`src/rtl/phantom_seq_pkg.sv`:
```
// Purpose: shared constants for the phantom transaction sequencer (state codes, defaults, counter width).
// Latency: n/a (package only).
// Backpressure: n/a (package only).
package phantom_seq_pkg;

    localparam int TIMEOUT_CYCLES_DEF    = 4096;
    localparam int INIT_PULSE_CYCLES_DEF = 2;
    localparam int CNT_W                 = 8;

    // Sequencer states, kept as plain constants so older tools can read them.
    localparam logic [2:0] ST_IDLE  = 3'd0;
    localparam logic [2:0] ST_FIRE0 = 3'd1;
    localparam logic [2:0] ST_WAIT0 = 3'd2;
    localparam logic [2:0] ST_FIRE1 = 3'd3;
    localparam logic [2:0] ST_WAIT1 = 3'd4;
    localparam logic [2:0] ST_NEXT  = 3'd5;
    localparam logic [2:0] ST_FIN   = 3'd6;

    // Saturating increment for the pass/fail counters.
    function automatic logic [CNT_W-1:0] sat_inc(input logic [CNT_W-1:0] v);
        return (&v) ? v : v + CNT_W'(1);
    endfunction

endpackage

```
`src/rtl/phantom_txn_sequencer_if.sv`:
```
// Purpose: bundles the run control, the two AXI-master trigger/status pairs and the result outputs.
// Latency: n/a (wiring only).
// Backpressure: n/a; master = sequencer side, slave = environment side.
interface phantom_txn_sequencer_if;
    import phantom_seq_pkg::*;

    logic             START;
    logic             ABORT;
    logic [7:0]       REPEAT;
    logic             M00_AXI_INIT_AXI_TXN;
    logic             M00_AXI_TXN_DONE;
    logic             M00_AXI_ERROR;
    logic             M01_AXI_INIT_AXI_TXN;
    logic             M01_AXI_TXN_DONE;
    logic             M01_AXI_ERROR;
    logic             BUSY;
    logic             DONE;
    logic             ABORTED;
    logic [CNT_W-1:0] PASS_CNT;
    logic [CNT_W-1:0] FAIL_CNT;
    logic             TIMEOUT_SEEN;
    logic             LAST_FAIL_PORT;

    modport master (
        input  START, ABORT, REPEAT,
        input  M00_AXI_TXN_DONE, M00_AXI_ERROR, M01_AXI_TXN_DONE, M01_AXI_ERROR,
        output M00_AXI_INIT_AXI_TXN, M01_AXI_INIT_AXI_TXN,
        output BUSY, DONE, ABORTED, PASS_CNT, FAIL_CNT, TIMEOUT_SEEN, LAST_FAIL_PORT
    );

    modport slave (
        output START, ABORT, REPEAT,
        output M00_AXI_TXN_DONE, M00_AXI_ERROR, M01_AXI_TXN_DONE, M01_AXI_ERROR,
        input  M00_AXI_INIT_AXI_TXN, M01_AXI_INIT_AXI_TXN,
        input  BUSY, DONE, ABORTED, PASS_CNT, FAIL_CNT, TIMEOUT_SEEN, LAST_FAIL_PORT
    );

endinterface

```
`src/rtl/phantom_txn_watch.sv`:
```
// Purpose: watches the active master: registered DONE edge detect, ERROR sample, per-transaction timeout.
// Latency: completion flagged one cycle after DONE is first sampled high (registered sample).
// Backpressure: none; i_clr re-arms it on the cycle before a wait window opens.
// Ports: ACLK/ARESETN; i_clr (load edge regs, zero counter), i_en (wait window open),
//        i_done/i_error (muxed master status); o_cmpl, o_err, o_timeout.
module phantom_txn_watch import phantom_seq_pkg::*; #(
    parameter int TIMEOUT_CYCLES = TIMEOUT_CYCLES_DEF
) (
    input  logic ACLK,
    input  logic ARESETN,
    input  logic i_clr,
    input  logic i_en,
    input  logic i_done,
    input  logic i_error,
    output logic o_cmpl,
    output logic o_err,
    output logic o_timeout
);

    localparam int TW = $clog2(TIMEOUT_CYCLES) + 1;
    localparam logic [TW-1:0] LAST_CNT = TW'(TIMEOUT_CYCLES - 1);

    logic [TW-1:0] r_cnt;
    logic          r_done_cur;
    logic          r_done_prv;
    logic          r_err;

    always_ff @(posedge ACLK) begin
        if (!ARESETN) begin
            r_cnt      <= '0;
            r_done_cur <= 1'b0;
            r_done_prv <= 1'b0;
            r_err      <= 1'b0;
        end else begin
            r_err <= i_error;
            if (i_clr) begin
                // Load both samples with the current level so a DONE that is
                // already high when the window opens cannot look like an edge.
                r_done_cur <= i_done;
                r_done_prv <= i_done;
                r_cnt      <= '0;
            end else begin
                r_done_prv <= r_done_cur;
                r_done_cur <= i_done;
                if (i_en && (r_cnt != LAST_CNT)) begin
                    r_cnt <= r_cnt + TW'(1);
                end
            end
        end
    end

    assign o_cmpl    = i_en & r_done_cur & ~r_done_prv;
    assign o_err     = r_err;
    assign o_timeout = i_en & (r_cnt == LAST_CNT);

endmodule

```
`src/rtl/phantom_txn_sequencer.sv`:
```
// Purpose: runs REPEAT rounds of M00-then-M01 transactions, tallying pass/fail/timeout results.
// Latency: first INIT one cycle after START is sampled; DONE pulse the cycle after FIN.
// Backpressure: START ignored while BUSY; ABORT ends any run at the next edge.
// Ports: ACLK/ARESETN plain; bus (master modport) carries START/ABORT/REPEAT, both master
//        INIT/DONE/ERROR pairs and BUSY/DONE/ABORTED/PASS_CNT/FAIL_CNT/TIMEOUT_SEEN/LAST_FAIL_PORT.
module phantom_txn_sequencer import phantom_seq_pkg::*; #(
    parameter int TIMEOUT_CYCLES    = TIMEOUT_CYCLES_DEF,
    parameter int INIT_PULSE_CYCLES = INIT_PULSE_CYCLES_DEF
) (
    input  logic                    ACLK,
    input  logic                    ARESETN,
    phantom_txn_sequencer_if.master bus
);

    logic [2:0]       r_state;
    logic [3:0]       r_pulse;
    logic [7:0]       r_rounds;
    logic [CNT_W-1:0] r_pass;
    logic [CNT_W-1:0] r_fail;
    logic             r_timeout_seen;
    logic             r_last_fail_port;
    logic             r_aborted;
    logic             r_done;

    logic w_sel;
    logic w_fire;
    logic w_wait;
    logic w_pulse_last;
    logic w_clr;
    logic w_cmpl;
    logic w_err;
    logic w_timeout;
    logic w_active;

    // Port 1 is selected from FIRE1 on, so the watcher re-arms on the right DONE.
    assign w_sel        = (r_state == ST_FIRE1) || (r_state == ST_WAIT1);
    assign w_fire       = (r_state == ST_FIRE0) || (r_state == ST_FIRE1);
    assign w_wait       = (r_state == ST_WAIT0) || (r_state == ST_WAIT1);
    assign w_pulse_last = (r_pulse == 4'(INIT_PULSE_CYCLES - 1));
    assign w_clr        = w_fire & w_pulse_last;
    // FIN is excluded so a late ABORT cannot stretch the end-of-run sequence.
    assign w_active     = (r_state != ST_IDLE) && (r_state != ST_FIN);

    phantom_txn_watch #(.TIMEOUT_CYCLES(TIMEOUT_CYCLES)) u_watch (
        .ACLK      (ACLK),
        .ARESETN   (ARESETN),
        .i_clr     (w_clr),
        .i_en      (w_wait),
        .i_done    (w_sel ? bus.M01_AXI_TXN_DONE : bus.M00_AXI_TXN_DONE),
        .i_error   (w_sel ? bus.M01_AXI_ERROR    : bus.M00_AXI_ERROR),
        .o_cmpl    (w_cmpl),
        .o_err     (w_err),
        .o_timeout (w_timeout)
    );

    always_ff @(posedge ACLK) begin
        if (!ARESETN) begin
            r_state          <= ST_IDLE;
            r_pulse          <= '0;
            r_rounds         <= '0;
            r_pass           <= '0;
            r_fail           <= '0;
            r_timeout_seen   <= 1'b0;
            r_last_fail_port <= 1'b0;
            r_aborted        <= 1'b0;
            r_done           <= 1'b0;
        end else begin
            r_done <= (r_state == ST_FIN);
            if (w_active && bus.ABORT) begin
                r_state   <= ST_FIN;
                r_aborted <= 1'b1;
                r_pulse   <= '0;
            end else begin
                case (r_state)
                    ST_IDLE: begin
                        if (bus.START) begin
                            if (bus.REPEAT != 8'd0) begin
                                r_rounds       <= bus.REPEAT;
                                r_pass         <= '0;
                                r_fail         <= '0;
                                r_timeout_seen <= 1'b0;
                                r_aborted      <= 1'b0;
                                r_state        <= ST_FIRE0;
                            end else begin
                                r_state <= ST_FIN;
                            end
                        end
                    end
                    ST_FIRE0, ST_FIRE1: begin
                        if (w_pulse_last) begin
                            r_pulse <= '0;
                            r_state <= (r_state == ST_FIRE0) ? ST_WAIT0 : ST_WAIT1;
                        end else begin
                            r_pulse <= r_pulse + 4'd1;
                        end
                    end
                    ST_WAIT0, ST_WAIT1: begin
                        // A completion edge in the timeout cycle still counts as a completion.
                        if (w_cmpl || w_timeout) begin
                            if (w_cmpl && !w_err) begin
                                r_pass <= sat_inc(r_pass);
                            end else begin
                                r_fail           <= sat_inc(r_fail);
                                r_last_fail_port <= w_sel;
                            end
                            if (!w_cmpl) begin
                                r_timeout_seen <= 1'b1;
                            end
                            r_state <= (r_state == ST_WAIT0) ? ST_FIRE1 : ST_NEXT;
                        end
                    end
                    ST_NEXT: begin
                        r_rounds <= r_rounds - 8'd1;
                        r_state  <= (r_rounds == 8'd1) ? ST_FIN : ST_FIRE0;
                    end
                    ST_FIN:  r_state <= ST_IDLE;
                    default: r_state <= ST_IDLE;
                endcase
            end
        end
    end

    // INIT is decoded from the state, so the two pulses can never overlap.
    assign bus.M00_AXI_INIT_AXI_TXN = (r_state == ST_FIRE0);
    assign bus.M01_AXI_INIT_AXI_TXN = (r_state == ST_FIRE1);
    assign bus.BUSY                 = (r_state != ST_IDLE);
    assign bus.DONE                 = r_done;
    assign bus.ABORTED              = r_aborted;
    assign bus.PASS_CNT             = r_pass;
    assign bus.FAIL_CNT             = r_fail;
    assign bus.TIMEOUT_SEEN         = r_timeout_seen;
    assign bus.LAST_FAIL_PORT       = r_last_fail_port;

endmodule

```
`src/flat_wrapper.sv`:
```
// flat-port wrapper written by rule: the top's interface ports become plain ports
module phantom_txn_sequencer_flat import phantom_seq_pkg::*;
#(
    parameter int TIMEOUT_CYCLES    = TIMEOUT_CYCLES_DEF,
    parameter int INIT_PULSE_CYCLES = INIT_PULSE_CYCLES_DEF
)
  (ACLK, ARESETN, bus_START, bus_ABORT, bus_REPEAT, bus_M00_AXI_TXN_DONE, bus_M00_AXI_ERROR, bus_M01_AXI_TXN_DONE, bus_M01_AXI_ERROR, bus_M00_AXI_INIT_AXI_TXN, bus_M01_AXI_INIT_AXI_TXN, bus_BUSY, bus_DONE, bus_ABORTED, bus_PASS_CNT, bus_FAIL_CNT, bus_TIMEOUT_SEEN, bus_LAST_FAIL_PORT);
  phantom_txn_sequencer_if bus_i ();
  input  logic ACLK;
  input  logic ARESETN;
  input wire logic [$bits(bus_i.START)-1:0] bus_START;
  input wire logic [$bits(bus_i.ABORT)-1:0] bus_ABORT;
  input wire logic [$bits(bus_i.REPEAT)-1:0] bus_REPEAT;
  input wire logic [$bits(bus_i.M00_AXI_TXN_DONE)-1:0] bus_M00_AXI_TXN_DONE;
  input wire logic [$bits(bus_i.M00_AXI_ERROR)-1:0] bus_M00_AXI_ERROR;
  input wire logic [$bits(bus_i.M01_AXI_TXN_DONE)-1:0] bus_M01_AXI_TXN_DONE;
  input wire logic [$bits(bus_i.M01_AXI_ERROR)-1:0] bus_M01_AXI_ERROR;
  output wire logic [$bits(bus_i.M00_AXI_INIT_AXI_TXN)-1:0] bus_M00_AXI_INIT_AXI_TXN;
  output wire logic [$bits(bus_i.M01_AXI_INIT_AXI_TXN)-1:0] bus_M01_AXI_INIT_AXI_TXN;
  output wire logic [$bits(bus_i.BUSY)-1:0] bus_BUSY;
  output wire logic [$bits(bus_i.DONE)-1:0] bus_DONE;
  output wire logic [$bits(bus_i.ABORTED)-1:0] bus_ABORTED;
  output wire logic [$bits(bus_i.PASS_CNT)-1:0] bus_PASS_CNT;
  output wire logic [$bits(bus_i.FAIL_CNT)-1:0] bus_FAIL_CNT;
  output wire logic [$bits(bus_i.TIMEOUT_SEEN)-1:0] bus_TIMEOUT_SEEN;
  output wire logic [$bits(bus_i.LAST_FAIL_PORT)-1:0] bus_LAST_FAIL_PORT;
  assign bus_i.START = bus_START;
  assign bus_i.ABORT = bus_ABORT;
  assign bus_i.REPEAT = bus_REPEAT;
  assign bus_i.M00_AXI_TXN_DONE = bus_M00_AXI_TXN_DONE;
  assign bus_i.M00_AXI_ERROR = bus_M00_AXI_ERROR;
  assign bus_i.M01_AXI_TXN_DONE = bus_M01_AXI_TXN_DONE;
  assign bus_i.M01_AXI_ERROR = bus_M01_AXI_ERROR;
  assign bus_M00_AXI_INIT_AXI_TXN = bus_i.M00_AXI_INIT_AXI_TXN;
  assign bus_M01_AXI_INIT_AXI_TXN = bus_i.M01_AXI_INIT_AXI_TXN;
  assign bus_BUSY = bus_i.BUSY;
  assign bus_DONE = bus_i.DONE;
  assign bus_ABORTED = bus_i.ABORTED;
  assign bus_PASS_CNT = bus_i.PASS_CNT;
  assign bus_FAIL_CNT = bus_i.FAIL_CNT;
  assign bus_TIMEOUT_SEEN = bus_i.TIMEOUT_SEEN;
  assign bus_LAST_FAIL_PORT = bus_i.LAST_FAIL_PORT;
  phantom_txn_sequencer #(.TIMEOUT_CYCLES(TIMEOUT_CYCLES), .INIT_PULSE_CYCLES(INIT_PULSE_CYCLES)) u_core (.ACLK(ACLK), .ARESETN(ARESETN), .bus(bus_i));
endmodule
```
`config.mk`:
```
export PLATFORM = sky130hd
export DESIGN_NAME = phantom_txn_sequencer_flat
export DESIGN_NICKNAME = d
export VERILOG_FILES = /design/src/rtl/phantom_seq_pkg.sv /design/src/rtl/phantom_txn_sequencer_if.sv /design/src/rtl/phantom_txn_watch.sv /design/src/rtl/phantom_txn_sequencer.sv /design/src/flat_wrapper.sv
export SDC_FILE = /design/constraint.sdc
export NUM_CORES = 1
export LEC_CHECK = 0
export BUFFER_PORTS_ARGS = -buffer_cell sky130_fd_sc_hd__buf_2
export CORE_MARGIN = 2
export CORE_UTILIZATION = 40
export DETAILED_ROUTE_END_ITERATION = 6
export GPL_TIMING_DRIVEN = 0
export HOLD_SLACK_MARGIN = 0.06
export PLACE_DENSITY = 0.64
export SLEW_MARGIN = 20
export SYNTH_ARGS = -nofsm -noshare
export SYNTH_HDL_FRONTEND = slang
export SYNTH_SLANG_ARGS = --single-unit
```
`constraint.sdc`:
```
create_clock -name ACLK -period 2 [get_ports ACLK]
set_clock_uncertainty 0.1 [all_clocks]
set_input_delay 0.3 -clock ACLK [delete_from_list [all_inputs] [get_ports ACLK]]
set_output_delay 0.3 -clock ACLK [all_outputs]
set_load 0.02 [all_outputs]
```
==> flow_summary.ini, run 1 <==
[synth]
synthFlopType = dfxtp_1
syn_inst = 363
seq_area_frac_synth_pct = 35.8
yosysWarningCount = 0
mappedNetlistArea_mm2 = 0.00285
synth-edff-count = 0
syn_area_per_cell_um2 = 7.85
synth_cell_types = 55
async_reset_ff_share_pct = 0
ys_ff_latch = 51
syn_nets = 384

[sta]
setup_viol = 8
rsz0062_at_grt = true
finalCritPeriodShare_pct = 104
worst_slack_ns = -0.0819
clock.fmax_ghz = 0.480
relSlewSlack_pct = 55.5
report.final.slew_viol_count = 0
tightest_slew_ns = 0.662
finalHoldViolations = 0
tns_ns = -0.449
period_needed_ns = 2.08
timing.hold.ws_ns = 0.236

[clock_network]
clock-sinks = 51
htreeDepth = 2
cts_hold_buf = 0
cts_tree = built
cts-root-buf = clkbuf_8
clkTransAtPathRegs_ns = 0.10
cts_made_buffers = 5
clockBufferDepth = 2
clk_latency_ns = 0.31

[floorplan]
die_h_um = 88.4
dieArea_mm2 = 0.00782
ios = 39
start_util_pct = 41.7
core_area_mm2 = 0.00683
die_x_um = 88.4
rows = 30

[setup_path]
critPathLaunch = u_core.bus.PASS_CNT[1]
regToRegStartpoint = u_core.bus.PASS_CNT[1]
crit_fanout = 6
crit_path_max_incr_delay_ns = 0.38
start_kind = flop
path_class = reg -> reg
critical_path_required_ns = 2.08
cp_cell_sequence = ha_2, and4_1, a21boi_4, buf_4, a41oi_1, o311ai_1, o41ai_2
endpoint_kind = flop
cp.buffers_inverters = 1
cpMaxStageDelayCell = dfxtp_1
path_delay_family = compound AO/OA/AOI/OAI gates
cp_data_arrival_time_ns = 2.16

[placement]
io_buffers = 37
gp_congestion = 0.816
dp_hpwl_um = 5500

[run_status]
outcome = finished, violations left
violations = negative setup slack

[global_route]
grt_pass1_wl_um = 13000
grt_use_total_pct = 20.6
grt_pass1_vias = 2761
grt_max_degree = 16
antenna_found_initial = 0
gr-total-overflow = 0

[route]
totalWireLength_um = 7980
wl_per_cell_um = 15.3
vias = 2984
vias_per_cell = 5.73
drt_iter0_drc = 151
first_pass_iters = 4
ant_nets = 0
drc_errors = 0

[pwr]
p_per_area_mw_per_mm2 = 1250
power.leakage_nw = 1.37
vdd_drop_max_v = 0.000467

[final_layout]
area_delta_synth_final_pct = 30.1
layout.cells.most_common_list = dfxtp_1 (45), buf_2 (39), nor2_1 (37)
drive_gt1_share_pct = 30.4
final_common_cell = dfxtp_1
n_antenna_cell = 0
nNetsFinal = 445

[worst_hold_path]
hp-class = in -> reg
min_from = bus_REPEAT[2]

[flow_run]
drv_cap = 0
[metal layers]
layer	global-route usage, %	up-vias	wire length (µm)
met4	4.68	0	89
met3	2.80	9	380
li1	-	1477	-
met1	27.6	1428	3570
met2	35.3	70	3950
met5	0	-	0
[report_power, final]
part           internal (mW)  switching [mW]  total, mW  leakage (nW)
sequential              1.18           0.169       1.35         0.417
clock                  0.500           0.347      0.847        0.0654
combinational           1.01            1.43       2.44         0.890
total                   2.69            1.94       4.63          1.37
[synth_stat cells (all sizes together), types with 2 or more instances]
| cell type | number | share of area (%) |
|---|---|---|
| o32ai | 2 | 0.61 |
| a22o | 2 | 0.61 |
| buf | 6 | 1.0 |
| a31oi | 9 | 2.0 |
| clkbuf | 11 | 1.4 |
| a41oi | 3 | 0.92 |
| nor3 | 10 | 1.9 |
| dfxtp | 51 | 36 |
| o22ai | 2 | 0.44 |
| nor4 | 10 | 2.4 |
| inv | 18 | 2.4 |
| and4 | 2 | 0.61 |
| nand3b | 3 | 0.79 |
| mux2i | 2 | 0.70 |
| a211o | 2 | 0.61 |
| o221ai | 2 | 0.61 |
| nand4 | 10 | 2.2 |
| nand3 | 20 | 3.5 |
| nand2b | 7 | 1.5 |
| o221a | 4 | 1.6 |
| nand2 | 35 | 4.6 |
| ha | 5 | 2.2 |
| xor2 | 4 | 1.2 |
| or2 | 3 | 0.66 |
| xnor2 | 9 | 2.8 |
| and3 | 4 | 0.88 |
| o21ai | 14 | 2.5 |
| o211ai | 8 | 2.3 |
| or4 | 13 | 3.6 |
| or3 | 2 | 0.61 |
| o31ai | 9 | 2.5 |
| nor2 | 39 | 5.1 |
| a21oi | 29 | 5.2 |
[repair_timing]
item	CTS	global route
resized for setup	40	39
pin swaps	13	11
endpoints found under the setup margin	38	38
cloned	0	1
buffers inserted	10	6
[tightest hold or removal path: stages]
cell and delay [ns]:
buf_2 0.12, a21oi_1 0.12, o31ai_1 0.07
[registers in the layout, indices dropped and copies added (netlist names)]
signal                     cells
u_core.u_watch.r_cnt          13
u_core.bus.FAIL_CNT            8
u_core.bus.PASS_CNT            8
u_core.r_rounds                8
u_core.r_pulse                 4
u_core.r_state                 3
u_core.bus.ABORTED             1
u_core.bus.DONE                1
u_core.bus.LAST_FAIL_PORT      1
u_core.bus.TIMEOUT_SEEN        1
u_core.u_watch.o_err           1
u_core.u_watch.r_done_cur      1
u_core.u_watch.r_done_prv      1
[cells by family after synthesis]
group / count (synthesis) / synth area share (%)
fa+ha+maj: 5 / 2.19
xor+xnor: 13 / 3.99
mux: 2 / 0.702
flops: 51 / 35.8
compound gates: 95 / 22.9
simple gates: 162 / 29.5
buf+inv: 35 / 4.83
[layout make-up]
type                       instances  area, µm²
tap                               96        120
timing repair buffer              54        314
inverter                          18       67.6
buffer                            17        118
clock buffer                       6       72.6
fill                             658       3120
multi-input combinational        277       1930
clock inverter                     2       60.1
sequential                        51       1030
[stage by stage]
step | area (µm²) | power [mW] | worst slack [ns] | utilization, % | instances
after floorplan | 2860 | 2.67 | -0.0371 | - | 363
after global placement | 3160 | 3.14 | -0.473 | 46.3 | 496
after detailed placement | 3160 | 3.16 | -0.467 | 46.3 | 496
after CTS | 3530 | 4.34 | -0.0734 | 51.6 | 514
after global routing | 3710 | 4.92 | -0.185 | 54.3 | 521
final | 3710 | 4.63 | -0.0819 | 54.3 | 521
[final timing paths]
kind                                                 to  slack (ns)  cells after the start
worst max-delay path             u_core.bus.PASS_CNT[4]       -0.08                      7
worst min-delay path                 u_core.r_rounds[2]        0.24                      3
worst max register to register   u_core.bus.PASS_CNT[4]       -0.08                      7
worst min register to register  u_core.bus.TIMEOUT_SEEN        0.35                      2
Note: power is estimated with default switching activity, not from simulation.
==> run 2: changes to the inputs <==
--- a/config.mk
+++ b/config.mk
@@ -9,4 +9,5 @@
 export CORE_MARGIN = 2
 export CORE_UTILIZATION = 40
+export CTS_BUF_LIST = sky130_fd_sc_hd__clkbuf_4 sky130_fd_sc_hd__clkbuf_8
 export DETAILED_ROUTE_END_ITERATION = 6
 export GPL_TIMING_DRIVEN = 0
==> constraint.sdc (replaced) <==
create_clock -name ACLK -period 2 [get_ports ACLK]
set_clock_uncertainty 0.1 [all_clocks]
set_input_delay 0.4 -clock ACLK [delete_from_list [all_inputs] [get_ports ACLK]]
set_output_delay 0.4 -clock ACLK [all_outputs]
set_load 0.02 [all_outputs]
==> flow_summary.ini, run 2 (synthesis results as in run 1) <==
[final_layout]
nFillCells = 628
drive_gt1_share_pct = 34.1
nNetsFinal = 454
design_area_mm2 = 0.00385
n_antenna_cell = 0
largest_reg_flops = 13
regMostFlops = u_core.u_watch.r_cnt
fin_cells = 530
layout.cells.most_common_list = dfxtp_1 (43), buf_2 (38), nor2_1 (36)
final_common_cell = dfxtp_1
area_delta_synth_final_pct = 35.1

[clock_network]
cts_tree = built
cts_hold_buf = 0
clock-sinks = 51
cts_made_buffers = 5
clk_latency_ns = 0.31
clockBufferDepth = 2
cts-root-buf = clkbuf_8
htreeDepth = 2
clkTransAtPathRegs_ns = 0.10

[sta]
tightest_slew_ns = 0.604
finalHoldViolations = 0
clock.fmax_ghz = 0.462
report.final.slew_viol_count = 0
relSlewSlack_pct = 59.8
period_needed_ns = 2.16
rsz0062_at_grt = true
timing.hold.ws_ns = 0.342
worst_slack_ns = -0.165
finalCritPeriodShare_pct = 108
tns_ns = -1.85
setup_viol = 25

[setup_path]
crit_path_max_incr_delay_ns = 0.53
path_class = reg -> reg
crit_fanout = 4
critPathMostFrequentCell = or4_4
cp_cell_sequence = ha_4, nand4_1, buf_4, nor3_4, or4_4, or4_4, a21oi_2
endpoint_kind = flop
cpMaxStageDelayCell = or4_4
cp_data_arrival_time_ns = 2.30
start_kind = flop
critical_path_required_ns = 2.14

[floorplan]
dieArea_mm2 = 0.00782
die_x_um = 88.4
ios = 39
rows = 30
start_util_pct = 41.7
core_area_mm2 = 0.00683
die_h_um = 88.4

[global_route]
grt_pass1_vias = 2801
grt_pass1_wl_um = 13100
grt_use_total_pct = 20.7
antenna_found_initial = 0
gr-total-overflow = 0
grt_max_degree = 16

[route]
drt_iter0_drc = 140
vias = 3029
top_layer_used = met4
wl_per_cell_um = 15.5
first_pass_iters = 5
totalWireLength_um = 8240
met1Wirelength_um = 3750
wl_met3_um = 263
ant_nets = 0
drc_errors = 0
vias_per_cell = 5.72
dr_wl_met2_um = 4090

[flow_run]
drv_cap = 0

[pwr]
vdd_drop_max_v = 0.000467
p_per_area_mw_per_mm2 = 1240
power.leakage_nw = 1.41

[placement]
io_buffers = 37
pre_cts_ws_ns = -0.526
placed_area_mm2 = 0.00316
gp_congestion = 0.816
dp_cells = 496
dp_hpwl_um = 5500

[run_status]
violations = negative setup slack
outcome = finished, violations left

[worst_hold_path]
hp-class = in -> reg
==> run 2: cell count changes in the layout (fill, tap and decap cells not counted), moves of 3 or more <==
cell,before,now
or4_1,9,6
buf_4,16,24
or4_4,4,7
a21oi_1,25,22
a21oi_2,3,6
==> run 2: path summary, 6_finish.rpt <==
kind,slack (ns),end,start,cells after the start
max,-0.16,u_core.u_watch.r_cnt[9],u_core.u_watch.r_cnt[1],7
min,0.34,u_core.r_rounds[2],bus_REPEAT[2],3
min reg2reg,0.35,u_core.bus.TIMEOUT_SEEN,u_core.bus.TIMEOUT_SEEN,2
max reg2reg,-0.16,u_core.u_watch.r_cnt[9],u_core.u_watch.r_cnt[1],7
==> run 2: report_power, final <==
group | leakage (nW) | switching [mW] | internal (mW) | total, mW
sequential | 0.418 | 0.173 | 1.18 | 1.35
combinational | 0.924 | 1.49 | 1.07 | 2.56
clock | 0.0688 | 0.356 | 0.514 | 0.870
==> run 2: layer usage <==
metal	global-route usage [%]	vias up
met5	0	-
li1	-	1488
met3	2.80	10
met1	27.0	1468
met4	4.68	0
met2	36.4	63
==> run 2: worst max-delay path, delay by kind of cell (launching register included) <==
kind	cells	cell delay (ns)
fa+ha+maj	1	0.16
buf+inv	1	0.13
compound gates	1	0.14
simple gates	4	1.20
flops	1	0.35
==> run 2: through the flow <==
stage | total power [mW] | utilization [%]
floorplan | 2.67 | -
global placement | 3.14 | 46.3
detailed placement | 3.16 | 46.3
CTS | 4.41 | 52.2
global route | 5.07 | 56.4
finish | 4.78 | 56.4
==> run 2: timing repair <==
action / in CTS / in global routing
resized for setup: 44 / 48
pin swaps: 13 / 30
gates cloned: 0 / 1
endpoints found under the setup margin: 38 / 36
buffers inserted: 13 / 13
==> run 2: cell type report <==
class / instances / area [µm²] / area share [%]
clock inverters: 2 / 60.1 / 1.56
well taps: 96 / 120 / 3.12
multi-input cells: 277 / 1990 / 51.8
inverters: 18 / 67.6 / 1.75
repair buffers: 64 / 400 / 10.4
flip-flops and latches: 51 / 1030 / 26.8
clock buffers: 6 / 76.3 / 1.98
plain buffers: 16 / 101 / 2.63
